`config.mk`:
```
export PLATFORM = sky130hd
export DESIGN_NAME = pulse_stretcher
export DESIGN_NICKNAME = d
export VERILOG_FILES = /design/src/rtl/pulse_stretcher_pkg.sv /design/src/rtl/pulse_stretcher_cnt.sv /design/src/rtl/pulse_stretcher.sv
export SDC_FILE = /design/constraint.sdc
export NUM_CORES = 1
export LEC_CHECK = 0
export ABC_AREA = 0
export BUFFER_PORTS_ARGS = -buffer_cell sky130_fd_sc_hd__buf_2
export CORE_MARGIN = 2
export CORE_UTILIZATION = 45
export DETAILED_ROUTE_END_ITERATION = 8
export PLACE_DENSITY = 0.68
export RECOVER_POWER = 100
export REMOVE_ABC_BUFFERS = 1
export SETUP_SLACK_MARGIN = 0.02
export SYNTH_ARGS = -nofsm -noshare
export SYNTH_HDL_FRONTEND = slang
export SYNTH_SLANG_ARGS = --single-unit
```
`constraint.sdc`:
```
create_clock -name clk -period 3.6 [get_ports clk]
set_input_delay 0.72 -clock clk [delete_from_list [all_inputs] [get_ports clk]]
set_output_delay 0.72 -clock clk [all_outputs]
set_load 0.01 [all_outputs]
```
`src/rtl/pulse_stretcher_pkg.sv`:
```
// pulse_stretcher_pkg
// Shared definitions for the pulse stretcher: the FSM state encoding and
// helper functions that size the internal counters from the parameters.
// No ports; imported by the pulse_stretcher top module.
package pulse_stretcher_pkg;

    typedef enum logic [1:0] {
        IDLE = 2'd0,
        HIGH = 2'd1,
        GAP  = 2'd2
    } state_e;

    // The phase counter holds at most max(high, gap) - 1. Clamp the width
    // to one bit so a 1/1 configuration still gets a legal vector.
    function automatic int cntWidth(input int highCycles, input int gapCycles);
        int maxCycles;
        maxCycles = (highCycles > gapCycles) ? highCycles : gapCycles;
        return ($clog2(maxCycles) < 1) ? 1 : $clog2(maxCycles);
    endfunction

    // The pending counter has to represent 0..pendMax inclusive.
    function automatic int pendWidth(input int pendMax);
        return ($clog2(pendMax + 1) < 1) ? 1 : $clog2(pendMax + 1);
    endfunction

endpackage

```
`src/rtl/pulse_stretcher_cnt.sv`:
```
// pulse_stretcher_cnt
// Loadable down-counter with a zero flag. It times both the high phase and
// the gap phase of the stretcher.
// Ports:
//   clk        in   system clock, rising edge
//   rst        in   synchronous active-high reset, clears the count
//   load_i     in   load load_val_i this cycle (wins over dec_i)
//   load_val_i in   W-bit value to load
//   dec_i      in   decrement by one; saturates at zero
//   zero_o     out  high while the count is zero
module pulse_stretcher_cnt #(
    parameter int W = 2
) (
    input  logic         clk,
    input  logic         rst,
    input  logic         load_i,
    input  logic [W-1:0] load_val_i,
    input  logic         dec_i,
    output logic         zero_o
);

    logic [W-1:0] cnt_q;

    // Load has priority. A decrement at zero is ignored, so the count can
    // never wrap around to its maximum.
    always_ff @(posedge clk) begin
        if (rst) begin
            cnt_q <= '0;
        end else if (load_i) begin
            cnt_q <= load_val_i;
        end else if (dec_i && (cnt_q != '0)) begin
            cnt_q <= cnt_q - W'(1);
        end
    end

    assign zero_o = (cnt_q == '0);

endmodule

```
`src/rtl/pulse_stretcher.sv`:
```
// pulse_stretcher
// Turns one-clock request strobes into fixed-length output pulses separated
// by a minimum low gap. Requests during a pulse are either queued in a
// saturating pending counter or, in retrigger mode, extend the current pulse.
// Ports:
//   clk     in   system clock, rising edge
//   rst     in   synchronous active-high reset
//   ubsing  in   request strobe, one request per high cycle
//   retrig  in   1 = extend the pulse during HIGH, 0 = queue the request
//   ub      out  stretched pulse, registered, high only in HIGH
//   busy    out  registered, high in any state other than IDLE
//   pend    out  number of requests still waiting for service
//   ovf     out  sticky flag for a dropped request, cleared only by rst
module pulse_stretcher
    import pulse_stretcher_pkg::*;
#(
    parameter int HIGH_CYCLES = 4,
    parameter int GAP_CYCLES  = 2,
    parameter int PEND_MAX    = 3
) (
    input  logic                           clk,
    input  logic                           rst,
    input  logic                           ubsing,
    input  logic                           retrig,
    output logic                           ub,
    output logic                           busy,
    output logic [pendWidth(PEND_MAX)-1:0] pend,
    output logic                           ovf
);

    localparam int CntW  = cntWidth(HIGH_CYCLES, GAP_CYCLES);
    localparam int PendW = pendWidth(PEND_MAX);

    localparam logic [CntW-1:0]  HighLoad = CntW'(HIGH_CYCLES - 1);
    localparam logic [CntW-1:0]  GapLoad  = CntW'(GAP_CYCLES - 1);
    localparam logic [PendW-1:0] PendFull = PendW'(PEND_MAX);

    state_e            state_q, state_d;
    logic [PendW-1:0]  pend_q, pend_d;
    logic              ovf_q, ovf_d;
    logic              ub_q, busy_q;

    logic              cnt_load, cnt_dec, cnt_zero, enq;
    logic [CntW-1:0]   cnt_load_val;

    pulse_stretcher_cnt #(
        .W(CntW)
    ) u_cnt (
        .clk        (clk),
        .rst        (rst),
        .load_i     (cnt_load),
        .load_val_i (cnt_load_val),
        .dec_i      (cnt_dec),
        .zero_o     (cnt_zero)
    );

    // Next-state decode. A request that starts a pulse directly (from IDLE,
    // or at the end of an empty gap) is consumed, not queued. At the end of
    // a gap with work pending, a simultaneous request replaces the one being
    // consumed, so pend is left alone and no overflow can happen there.
    always_comb begin
        state_d      = state_q;
        pend_d       = pend_q;
        ovf_d        = ovf_q;
        cnt_load     = 1'b0;
        cnt_load_val = HighLoad;
        cnt_dec      = 1'b0;
        enq          = 1'b0;

        unique case (state_q)
            IDLE: begin
                if (ubsing) begin
                    state_d  = HIGH;
                    cnt_load = 1'b1;
                end
            end
            HIGH: begin
                if (retrig && ubsing) begin
                    cnt_load = 1'b1;
                end else begin
                    if (cnt_zero) begin
                        state_d      = GAP;
                        cnt_load     = 1'b1;
                        cnt_load_val = GapLoad;
                    end else begin
                        cnt_dec = 1'b1;
                    end
                    enq = ubsing;
                end
            end
            GAP: begin
                if (!cnt_zero) begin
                    cnt_dec = 1'b1;
                    enq     = ubsing;
                end else if (pend_q != '0) begin
                    state_d  = HIGH;
                    cnt_load = 1'b1;
                    if (!ubsing) begin
                        pend_d = pend_q - PendW'(1);
                    end
                end else if (ubsing) begin
                    state_d  = HIGH;
                    cnt_load = 1'b1;
                end else begin
                    state_d = IDLE;
                end
            end
            default: begin
                state_d = IDLE;
            end
        endcase

        // Saturating enqueue; a request that finds the counter full is lost.
        if (enq) begin
            if (pend_q < PendFull) begin
                pend_d = pend_q + PendW'(1);
            end else begin
                ovf_d = 1'b1;
            end
        end
    end

    // ub and busy are registered from the next state, so they line up with
    // the state register and carry no combinational path from ubsing.
    always_ff @(posedge clk) begin
        if (rst) begin
            state_q <= IDLE;
            pend_q  <= '0;
            ovf_q   <= 1'b0;
            ub_q    <= 1'b0;
            busy_q  <= 1'b0;
        end else begin
            state_q <= state_d;
            pend_q  <= pend_d;
            ovf_q   <= ovf_d;
            ub_q    <= (state_d == HIGH);
            busy_q  <= (state_d != IDLE);
        end
    end

    assign ub   = ub_q;
    assign busy = busy_q;
    assign pend = pend_q;
    assign ovf  = ovf_q;

endmodule
```
Yosys cells after proc, flatten, opt, wreduce, memory -nomap -nowiden
Cells that the tools add are included.

storage, ports and cells
  flip-flop bits (word level) = 9
  input bits = 4
  output and inout bits = 5
  logic and storage cells = 53

cells by class
  add/subtract/negate cells = 3
  order comparisons = 1
  equal/unequal tests = 3
  muxes and demuxes = 30
  bitwise logic cells = 1
  reduce and logical (&&, ||, !) cells = 9

operators by type and width
  operator                                          count
  two-way mux 2 bit                                 15
  two-way mux 1 bit                                 11
  nonzero test 2 bit                                4
  case mux 2 bit (3 select lines)                   1
  == test 2 x 1 -> 1 bit, second input constant     2
  logical NOT 2 bit                                 2
  case mux 1 bit (2 select lines)                   2
  subtractor 2 x 1 -> 2 bit, second input constant  2
  case mux 1 bit (3 select lines)                   1
  adder 2 x 1 -> 2 bit, second input constant       1
  == test 2 bit, second input constant              1
  logical AND 1 bit                                 2
  < comparator 2 bit, second input constant         1
  AND reduction 2 bit                               1
  inverter 1 bit                                    1

Logic depth before layout (Yosys ltp)
Gate-level depths: netlist of run 1.

  depth after elaboration = 7
  gate-level depth with buffers = 6
  mapped depth without buffers = 6

By module
A second synthesis of run 1 with hierarchy kept.

unflattened totals
  cell total of the unflattened synthesis = 72
  area total of the unflattened synthesis = 620.6 um^2

modules (own cells, without submodules)
  module               instances  cells each  area an instance (um^2)  sequential area each (um^2)
  pulse_stretcher      1          58          494.2                    140.1
  pulse_stretcher_cnt  1          14          126.4                    40.0

Worst setup path before layout of run 1
No wires, ideal clock.

  kind = input-to-reg
  from = input retrig
  to = register pend_q[1] (netlist: pend[1])
  setup time = 0.086 ns
  arrival = 1.550 ns
  data required time = 3.514 ns
  slack = 1.963 ns
  stages on the path = 4
  path buffers = 0
  path through = nand2b_1 > a211oi_2 > o21ba_1 > a221oi_2

between the ends
  cells in the longest elaborated chain, start to end = 4

RTL lines
  element                          line                    RTL
  start, declared                  pulse_stretcher.sv:24   input logic retrig,
  logical AND 1 bit                pulse_stretcher.sv:78   if (retrig && ubsing) begin
  two-way mux 1 bit                pulse_stretcher.sv:78
  case mux 1 bit (2 select lines)  pulse_stretcher.sv:70   unique case (state_q)
  two-way mux 2 bit                pulse_stretcher.sv:114  if (enq) begin
  end signal, assigned             pulse_stretcher.sv:134  pend_q <= pend_d;
  end, declared                    pulse_stretcher.sv:39   logic [PendW-1:0] pend_q, pend_d;

Every way passes these cells.
A chain may end at the register's enable or synchronous reset.

Worst setup path after layout of run 1
  from = register state_q[1]
  to = register u_cnt.cnt_q[1]

between the ends
  cells in the longest elaborated chain, start to end = 4
  elaborated cells on any way between the ends = 9
  those cells by class = 2 x eq/ne; 4 x mux; 3 x reduce/logical

RTL lines
  element                                                         line                       RTL
  start, declared                                                 pulse_stretcher.sv:38      state_e state_q, state_d;
  start signal, assigned                                          pulse_stretcher.sv:133     state_q <= state_d;
  == test 2 bit / == test 2 x 1 -> 1 bit (equally long branches)  pulse_stretcher.sv:70
  case mux 1 bit (2 select lines)                                 pulse_stretcher.sv:70
  logical AND 1 bit                                               pulse_stretcher_cnt.sv:31  end else if (dec_i && (cnt_q != '0)) begin
  nonzero test 2 bit (no line)                                    n/a
  end signal, assigned                                            pulse_stretcher_cnt.sv:30  cnt_q <= load_val_i;
  end signal, assigned                                            pulse_stretcher_cnt.sv:32  cnt_q <= cnt_q - W'(1);
  end, declared                                                   pulse_stretcher_cnt.sv:22  logic [W-1:0] cnt_q;

Several ways; a longest one is shown, not always the timed one.

==> flow_summary_export.csv, run 1 <==
group,metric,value,unit
outcome,outcome,"finished clean",
run,drv_cap,0,
detailed_routing,drt-total-wl,1150,um
die,pin_count,9,
layout,final_common_cell,"inv_1",
critical_path,cp_data_arrival_time,2.00,ns
detailed_routing,drt_iter0_markers,14,
sta,relSlewSlack,0.686,
power,ir_drop,0.230,mV
detailed_routing,drcViolationCount,0,
layout,n_fill_cell,127,
hold_path,hp-start,"ovf",
power,power_density,415,nW/um2
critical_path,crit_fanout,4,
global_route,grt_pass1_wl,1790,um
critical_path,crit_path_start_kind,"flip-flop",
global_route,grt_max_degree,8,
synthesis,synth_cells,70,
clock_tree,cts_buffers,3,
synthesis,synth.largest_area_cell,"dfxtp_1",
hold_path,hp-class,"flip-flop to flip-flop",
die,die_x,41.0,um
synthesis,syn_avg_cell_area,8.81,um2
clock_tree,clk_path_buf_depth,2,
placed_design,place.gp.congestion,0.654,
sta,finClkSkew,0.00337,ns
placed_design,dpl_cell_area,676,um2
critical_path,cp-end-kind,"flip-flop",
die,core,1280,um2
die,dieHeight,41.0,um
clock_tree,cts.clk_slew.worst_paths,0.06,ns
clock_tree,post-cts-setup-buffers,0,
clock_tree,postCtsResizedCells,0,
layout,nets,95,
layout,syn_to_final_growth,9.94,%
die,die_area,1680,um2
layout,layout.cells.non_filler,97,
power,pwr-share-seq,0.418,
placed_design,placedCellCount,93,
synthesis,yosysSeqAreaShare,0.292,
synthesis,synth.area.top_cells,"dfxtp_1, ha_1, inv_1",
clock_tree,tritoncts,"yes",
sta,drv_slew,0,
critical_path,reg2reg_from,"state_q[1]",
clock_tree,cts_htree_levels,1,
detailed_routing,ant_nets,0,
placed_design,dp_hpwl,922,um
layout,post-route-util,0.528,
synthesis,yosys_register_bits,9,
clock_tree,ctsHoldBuffers,0,
synthesis,syn_area,617,um2
synthesis,ys_types,26,
critical_path,crit_type,"flip-flop to flip-flop",
layout,final_cell_area,678,um2
detailed_routing,via_per_inst,5.37,
layout,n_antenna_cell,0,
hold_path,hold_path_depth,2,
sta,worstMarginPinSlew,0.469,ns
layout,drive_gt1_frac,0.122,
global_route,track_usage,0.169,
die,num_rows,13,
synthesis,synth_warnings,0,
die,start_util,0.480,
sta,finalSetupViolCount,0,
power,p_int,191,uW
critical_path,worstPathRequired,3.78,ns
global_route,antenna_found_initial,0,
global_route,grt_pass1_vias,431,
sta,fin_tns_setup,0,ns
critical_path,rr_worst_depth,6,
power,p_leak,0.000283,uW
global_route,gr-total-overflow,0,
sta,fin_crit_sh,0.504,
power,swShare,0.319,
detailed_routing,firstDrtPassIters,4,
sta,final-hold-violation-count,0,
sta,period_needed,1.82,ns
detailed_routing,post_drt_wl_per_cell,11.9,um
power,combPwrFrac,0.306,
power,p_sw,89.8,uW
placed_design,port_buffers,8,
sta,fmax,551,MHz
power,clkPwrFrac,0.276,
clock_tree,clk_latency,0.26,ns
sta,rsz0062_at_grt,"false",
layout,layout_common_cells,"inv_1, dfxtp_1, ha_1, a21oi_1, clkbuf_1",
synthesis,yosysTopAreaCellShare,0.292,
clock_tree,clock_sinks,9,
clock_tree,cts_root_buf,"clkbuf_4",
critical_path,worstSetupStartpoint,"state_q[1]",
detailed_routing,vias,521,
==> Yosys cell counts <==
cell	instances
inv_1	11
dfxtp_1	9
ha_1	8
a21oi_1	7
nor2_1	4
nor3_1	4
nand2b_1	3
a211oi_2	2
and2_1	2
nand2_1	2
o211ai_1	2
o21a_1	2
a21boi_0	1
a21boi_2	1
a21o_1	1
a221oi_1	1
a221oi_2	1
and3b_1	1
mux2_4	1
nor4_1	1
o211ai_2	1
o21ba_1	1
o21bai_1	1
or2_2	1
or3_1	1
xnor2_1	1
==> worst max-delay path: stages, from the launching register on <==
cell and delay, ns:
dfxtp_1 0.38, inv_1 0.08, ha_1 0.23, a21boi_0 0.18
o211ai_1 0.29, mux2_2 0.38, a211oi_2 0.19
==> cell families after synthesis <==
| family | share of synthesized area |
|---|---|
| muxes | 0.0243 |
| DFF | 0.292 |
| adders and majority gates | 0.162 |
| and+or+nand+nor | 0.164 |
| xor gates and xnor gates | 0.0142 |
| AOI/OAI and AO/OA | 0.276 |
| buffers and inverters | 0.0669 |
==> per-stage QoR <==
step | total power [uW] | hold WS [ns] | setup slack, ns
2_1_floorplan | 188 | 0.503 | 1.96
3_3_place_gp | 209 | 0.452 | 1.75
3_5_place_dp | 211 | 0.468 | 1.73
4_1_cts | 289 | 0.482 | 1.93
5_1_grt | 303 | 0.527 | 1.65
6_report | 281 | 0.488 | 1.78
==> layout make-up <==
cell class,instances,area [um2],share of cell area
Inverter,11,41.3,0.0609
Multi-Input combinational cell,50,378,0.557
Clock buffer,4,26.3,0.0387
Tap cell,15,18.8,0.0277
Sequential cell,9,180,0.266
Timing Repair Buffer,8,33.8,0.0498
==> worst paths after layout <==
check | endpoint | slack (ns)
max | u_cnt.cnt_q[1] | 1.78
min | ovf | 0.49
max reg2reg | u_cnt.cnt_q[1] | 1.78
min reg2reg | ovf | 0.49
==> registers in the layout (all words and copies together) (netlist names) <==
register / flops
state_q: 2
pend: 2
ub: 1
busy: 1
ovf: 1
u_cnt.cnt_q: 2
==> per-layer routing <==
layer / up-vias / track usage / part of all wire
met1: 240 / 0.228 / 0.52
met3: 4 / 0.0326 / 0.027
met5: - / 0 / 0
li1: 268 / - / -
met4: 0 / 0.125 / 0.023
met2: 9 / 0.234 / 0.42
==> power by group through the flow <==
stage | Combinational (uW) | Sequential, uW | Clock [uW]
floorplan | 66.3 | 122 | 0
global route | 97.4 | 118 | 87.4
global placement | 90.3 | 119 | 0
detailed placement | 91.4 | 119 | 0
CTS | 91.6 | 117 | 80.2
finish | 86.1 | 117 | 77.6
No activity file was read; power rests on OpenSTA's default activity.
==> inputs of run 2 (changes only) <==
ABC_AREA = 1   (was 0)
clock period = 1.7 ns   (was 3.6 ns; I/O delays follow)
==> run 2 against run 1 <==
Effect of this change:
- total power grew 120%
- flip-flop and latch count is the same
- clock skew shrank 0.0031 ns
- first-iteration DRC count shrank 100%
- critical path depth grew 3
- setup slack lost 1.5 ns
- cell count grew 30%
- worst hold slack lost 0.19 ns
- non-clock buffer count is the same
- combinational power grew 140%
- sequential share of layout area shrank 1.4 points
==> flow_summary_export.csv, run 2 <==
group,metric,value,unit
die,start_util,0.484,
die,dieHeight,41.7,um
sta,fin_tns_setup,0,ns
placed_design,port_buffers,8,
clock_tree,cts_htree_levels,1,
power,combPwrFrac,0.338,
critical_path,cp_num_buf_inv,3,
synthesis,synth_cells,99,
layout,post-route-util,0.544,
clock_tree,ctsHoldBuffers,0,
detailed_routing,vias,595,
die,die_area,1740,um2
clock_tree,post-cts-setup-buffers,0,
global_route,antenna_found_initial,0,
layout,n_antenna_cell,0,
power,p_int,398,uW
power,clkPwrFrac,0.254,
critical_path,cp-end-kind,"flip-flop",
clock_tree,postCtsResizedCells,0,
clock_tree,cts_buffers,3,
detailed_routing,firstDrtPassIters,1,
clock_tree,clk_path_buf_depth,2,
outcome,outcome,"finished clean",
power,pwr-share-seq,0.408,
die,pin_count,9,
critical_path,crit_family,"simple AND/OR/NAND/NOR gates",
clock_tree,clk_latency,0.25,ns
global_route,track_usage,0.158,
critical_path,path_common_cell,"inv_1",
synthesis,syn_avg_cell_area,6.45,um2
detailed_routing,post_drt_wl_per_cell,9.27,um
synthesis,yosys_register_bits,9,
sta,setup_ws,0.270,ns
sta,finalSetupViolCount,0,
power,p_leak,0.000401,uW
detailed_routing,via_per_inst,4.72,
critical_path,critPathSlowestCell,"dfxtp_1",
power,p_sw,211,uW
run,drv_cap,0,
clock_tree,tritoncts,"yes",
clock_tree,cts_root_buf,"clkbuf_4",
power,ir_drop,0.589,mV
sta,drv_slew,0,
synthesis,ys.flop_type,"dfxtp_1",
layout,syn_to_final_growth,12.4,%
critical_path,crit_fanout,5,
sta,relSlewSlack,0.856,
layout,nets,124,
synthesis,netlist_top_cells_count,"nand2_1, inv_1, nand3_1",
clock_tree,clock_sinks,9,
layout,layout_common_cells,"nand2_1, inv_1, nand3_1, nor2_1, dfxtp_1",
power,swShare,0.346,
clock_tree,cts.clk_slew.worst_paths,0.06,ns
die,die_x,41.7,um
synthesis,ys_types,15,
sta,worstMarginPinSlew,0.216,ns
placed_design,place.gp.congestion,0.783,
synthesis,synth_warnings,0,
die,num_rows,13,
layout,final_cell_area,717,um2
detailed_routing,drt-total-wl,1170,um
critical_path,crit_path_start_kind,"flip-flop",
critical_path,cp_data_arrival_time,1.58,ns
synthesis,synth-edff-count,0,
global_route,gr-total-overflow,0,
critical_path,path_cells,"inv_1 > ha_1 > inv_1 > nor2_1 > nand3_1 > nand2_1 > nand3_1 > nand2_1 > inv_1",
detailed_routing,ant_nets,0,
layout,final_common_cell,"nand2_1",
synthesis,synth.largest_area_cell,"dfxtp_1",
hold_path,hp-class,"primary input to flip-flop",
sta,rsz0062_at_grt,"false",
synthesis,yosysSeqAreaShare,0.282,
sta,period_needed,1.43,ns
critical_path,slowest_delay,0.39,ns
placed_design,dpl_cell_area,697,um2
synthesis,synthArstFlopShare,0,
placed_design,pre_cts_slack,0.280,ns
die,core,1320,um2
sta,fmax,699,MHz
global_route,grt_pass1_vias,557,
layout,n_fill_cell,138,
detailed_routing,drt_iter0_markers,0,
detailed_routing,drcViolationCount,0,
synthesis,yosysMostFrequentCell,"nand2_1",
power,power,609,uW
sta,final-hold-violation-count,0,
power,power_density,849,nW/um2
global_route,grt_max_degree,7,
placed_design,dp_hpwl,1010,um
sta,finClkSkew,0.000257,ns
synthesis,syn_area,638,um2
global_route,grt_pass1_wl,2140,um
layout,drive_gt1_frac,0.108,
synthesis,synth.area.top_cells,"dfxtp_1, nand2_1, ha_1",
critical_path,crit_type,"flip-flop to flip-flop",
synthesis,yosysTopAreaCellShare,0.282,
critical_path,worstPathRequired,1.85,ns
sta,fin_crit_sh,0.841,
-- run 2: cell count changes after synthesis, moves of 3 or more --
cell / before / now
nand2_1: 2 / 27
o21ai_0: 0 / 3
nand3_1: 0 / 11
nor3_1: 4 / 0
a21oi_1: 7 / 3
inv_1: 11 / 20
nand2b_1: 3 / 0
nor2_1: 4 / 9
-- run 2: power groups by stage --
stage                     registers [uW]  logic [uW]  clock network, uW
after floorplan                      255         154                  0
after global placement               252         205                  0
after detailed placement             252         209                  0
after CTS                            248         210                161
after global routing                 251         243                168
final                                248         206                155
-- run 2: cell type report --
cell class | count | area, um2 | area share
timing repair buffer | 8 | 33.8 | 0.0471
clock buffer | 4 | 26.3 | 0.0366
inverter | 21 | 78.8 | 0.110
sequential | 9 | 180 | 0.251
multi-input combinational | 69 | 379 | 0.529
tap | 15 | 18.8 | 0.0262
-- run 2: logic make-up after synthesis --
family | after synthesis | share of synthesized area
AND/OR/NAND/NOR | 53 | 0.365
adder cells (fa/ha/maj) | 8 | 0.157
AO/OA/AOI/OAI | 8 | 0.0725
buffers and inverters | 21 | 0.124
flip-flops | 9 | 0.282
-- run 2: layer usage --
| metal | up-vias | global-route usage | share of wire |
|---|---|---|---|
| met5 | - | 0 | 0 |
| met4 | 0 | 0.116 | 0.025 |
| met3 | 4 | 0.0304 | 0.027 |
| met2 | 9 | 0.244 | 0.42 |
| met1 | 250 | 0.194 | 0.52 |
| li1 | 332 | - | - |
-- run 2: metrics by stage --
step	cells	hold WS, ns
floorplan	99	0.409
detailed placement	122	0.440
global route	126	0.305
finish	126	0.298
CTS	126	0.293
global placement	122	0.433
-- run 2: worst paths after layout --
kind | start | endpoint | slack (ns) | cells after the start
max | state_q[0] | u_cnt.cnt_q[1] | 0.27 | 9
min | rst | ovf | 0.30 | 2
max reg2reg | state_q[0] | u_cnt.cnt_q[1] | 0.27 | 9
min reg2reg | ovf | ovf | 0.45 | 2
-- run 2: worst register-to-register path, cell delays in order, from the launching register on --
cell	delay, ns
dfxtp_1	0.39
inv_1	0.10
ha_1	0.30
inv_1	0.04
nor2_1	0.15
nand3_1	0.12
nand2_1	0.07
nand3_1	0.06
nand2_1	0.07
inv_1	0.03
==> inputs of run 3 (changes only) <==
PLACE_DENSITY = 0.71   (was 0.68)
clock period = 1.31 ns   (was 1.7 ns; I/O delays follow)
==> run 3 against run 2 <==
Effect of this change:
- core utilization rose by 17 points
- non-clock buffer count rose by 8
- critical endpoint is now u_cnt.cnt_q[0]
- count of clock-buffer cells in the layout did not move
- cell count rose by 6.3%
- combinational power rose by 130%
- maximum frequency rose by 9.2%
- final area rose by 32%
- register-to-register slack got worse by 0.27 ns
- wire length rose by 42%
- global-route usage rose by 3.8 points
- worst hold slack got worse by 0.082 ns
==> flow_summary_export.csv, run 3 (synthesis results as in run 2) <==
group,metric,value,unit
global_route,track_usage,0.197,
power,p_int,624,uW
detailed_routing,drt-total-wl,1650,um
detailed_routing,post_drt_wl_per_cell,12.3,um
sta,fin_crit_sh,1.00,
global_route,grt_max_degree,7,
power,p_sw,376,uW
hold_path,hold-path-endpoint,"state_q[1]",
layout,final_cell_area,943,um2
sta,drv_slew,0,
die,start_util,0.484,
global_route,grt_pass1_vias,631,
power,power_density,1060,nW/um2
layout,layout_common_cells,"nand2_1, inv_1, nand3_1, buf_4",
placed_design,placedCellCount,127,
die,core,1320,um2
placed_design,dp_hpwl,1060,um
die,dieHeight,41.7,um
global_route,gr-total-overflow,0,
clock_tree,clk_latency,0.25,ns
power,combPwrFrac,0.465,
critical_path,crit_path_start_kind,"flip-flop",
power,p_leak,0.000497,uW
sta,finClkSkew,0.000685,ns
critical_path,crit_type,"flip-flop to flip-flop",
sta,worstMarginPinSlew,0.221,ns
run,drv_cap,0,
critical_path,crit_family,"simple AND/OR/NAND/NOR gates",
sta,rsz0062_at_grt,"true",
hold_path,hp-class,"primary input to flip-flop",
detailed_routing,drt_iter0_markers,17,
power,ir_drop,0.762,mV
clock_tree,cts_htree_levels,1,
critical_path,cp-end-kind,"flip-flop",
sta,relSlewSlack,0.851,
critical_path,r2r-end,"u_cnt.cnt_q[0]",
clock_tree,tritoncts,"yes",
critical_path,reg2reg_from,"state_q[0]",
die,die_area,1740,um2
global_route,antenna_found_initial,0,
clock_tree,clk_path_buf_depth,2,
hold_path,hold_path_depth,2,
detailed_routing,drcViolationCount,0,
critical_path,worstPathRequired,1.46,ns
die,die_x,41.7,um
clock_tree,clock_sinks,9,
detailed_routing,firstDrtPassIters,4,
layout,n_antenna_cell,0,
layout,n_fill_cell,107,
critical_path,path_common_cell,"nand2_1",
detailed_routing,ant_nets,0,
power,clkPwrFrac,0.201,
layout,final_common_cell,"nand2_1",
detailed_routing,vias,678,
critical_path,rrSetupSlack,0.0004,ns
layout,nets,132,
layout,layout.cells.non_filler,134,
clock_tree,cts.clk_slew.worst_paths,0.05,ns
clock_tree,cts_root_buf,"clkbuf_4",
layout,syn_to_final_growth,47.8,%
sta,period_needed,1.31,ns
outcome,outcome,"finished clean",
placed_design,place.gp.congestion,0.788,
hold_path,hp-start,"rst",
die,num_rows,13,
critical_path,critPathSlowestCell,"dfxtp_4",
placed_design,dpl_cell_area,734,um2
power,swShare,0.376,
sta,fmax,764,MHz
critical_path,rr_worst_depth,9,
layout,multiInputGateArea,513,um2
sta,finalSetupViolCount,0,
critical_path,cp_num_buf_inv,3,
critical_path,cp_data_arrival_time,1.46,ns
global_route,grt_pass1_wl,2620,um
clock_tree,cts_buffers,3,
critical_path,path_cells,"inv_6 > ha_4 > inv_2 > nor2_4 > nand3_2 > nand2_1 > nand3_1 > nand2_1 > inv_1",
sta,final-hold-violation-count,0,
power,pwr-share-seq,0.334,
critical_path,crit_fanout,3,
detailed_routing,via_per_inst,5.06,
layout,drive_gt1_frac,0.395,
die,pin_count,9,
layout,regArea,190,um2
critical_path,slowest_delay,0.38,ns
placed_design,port_buffers,8,
-- run 3: cell count changes in the layout (fill, tap and decap cells not counted), moves of 5 or more --
cell     before  now
nand2_1      27   21
inv_1        20   13
buf_4         0    7
ha_4          0    5
ha_1          8    2
-- run 3: final cells by class --
cell class                 count  area share
clock buffer                   4      0.0279
inverter                      21      0.0942
multi-input combinational     69       0.544
sequential                     9       0.202
tap                           15      0.0199
timing repair buffer          16       0.113
-- run 3: layer usage --
layer  track usage  up-vias  wire length (um)
li1              -      350                 -
met3        0.0304        4                31
met1         0.235      313               728
met5             0        -                 0
met2         0.322       11               858
met4         0.129        0                36
-- run 3: through the flow --
stage | TNS, ns | hold slack, ns | util | power [uW] | setup WS (ns)
final | 0 | 0.216 | 0.716 | 999 | 0.000393
after floorplan | 0 | 0.331 | - | 531 | 0.00585
after detailed placement | -0.283 | 0.441 | 0.557 | 638 | -0.103
after CTS | 0 | 0.202 | 0.650 | 922 | 0.0205
after global routing | -0.271 | 0.213 | 0.716 | 1070 | -0.0698
after global placement | -0.0718 | 0.432 | 0.557 | 630 | -0.0384
-- run 3: worst max path at each step --
stage / start / end / slack, ns / cells past startpoint
6_report: state_q[0] / u_cnt.cnt_q[0] / 0.0004 / 9
5_1_grt: state_q[0] / u_cnt.cnt_q[0] / -0.07 / 9
4_1_cts: state_q[0] / u_cnt.cnt_q[1] / 0.02 / 9
3_5_place_dp: state_q[0] / u_cnt.cnt_q[1] / -0.10 / 9
3_3_place_gp: state_q[0] / u_cnt.cnt_q[1] / -0.04 / 9
2_1_floorplan: state_q[0] / u_cnt.cnt_q[1] / 0.006 / 9
-- run 3: what timing repair did --
item,4_1_cts,5_1_grt
buffers inserted,2,1
pin swaps,3,8
endpoints found under the setup margin,6,7
hold buffers,0,0
gates resized for setup,21,27
-- run 3: power groups by stage --
stage / combinational [uW] / sequential [uW] / clock (uW)
5_1_grt: 507 / 338 / 225
3_3_place_gp: 304 / 325 / 0
2_1_floorplan: 200 / 331 / 0
6_report: 465 / 334 / 200
4_1_cts: 383 / 322 / 217
3_5_place_dp: 312 / 326 / 0
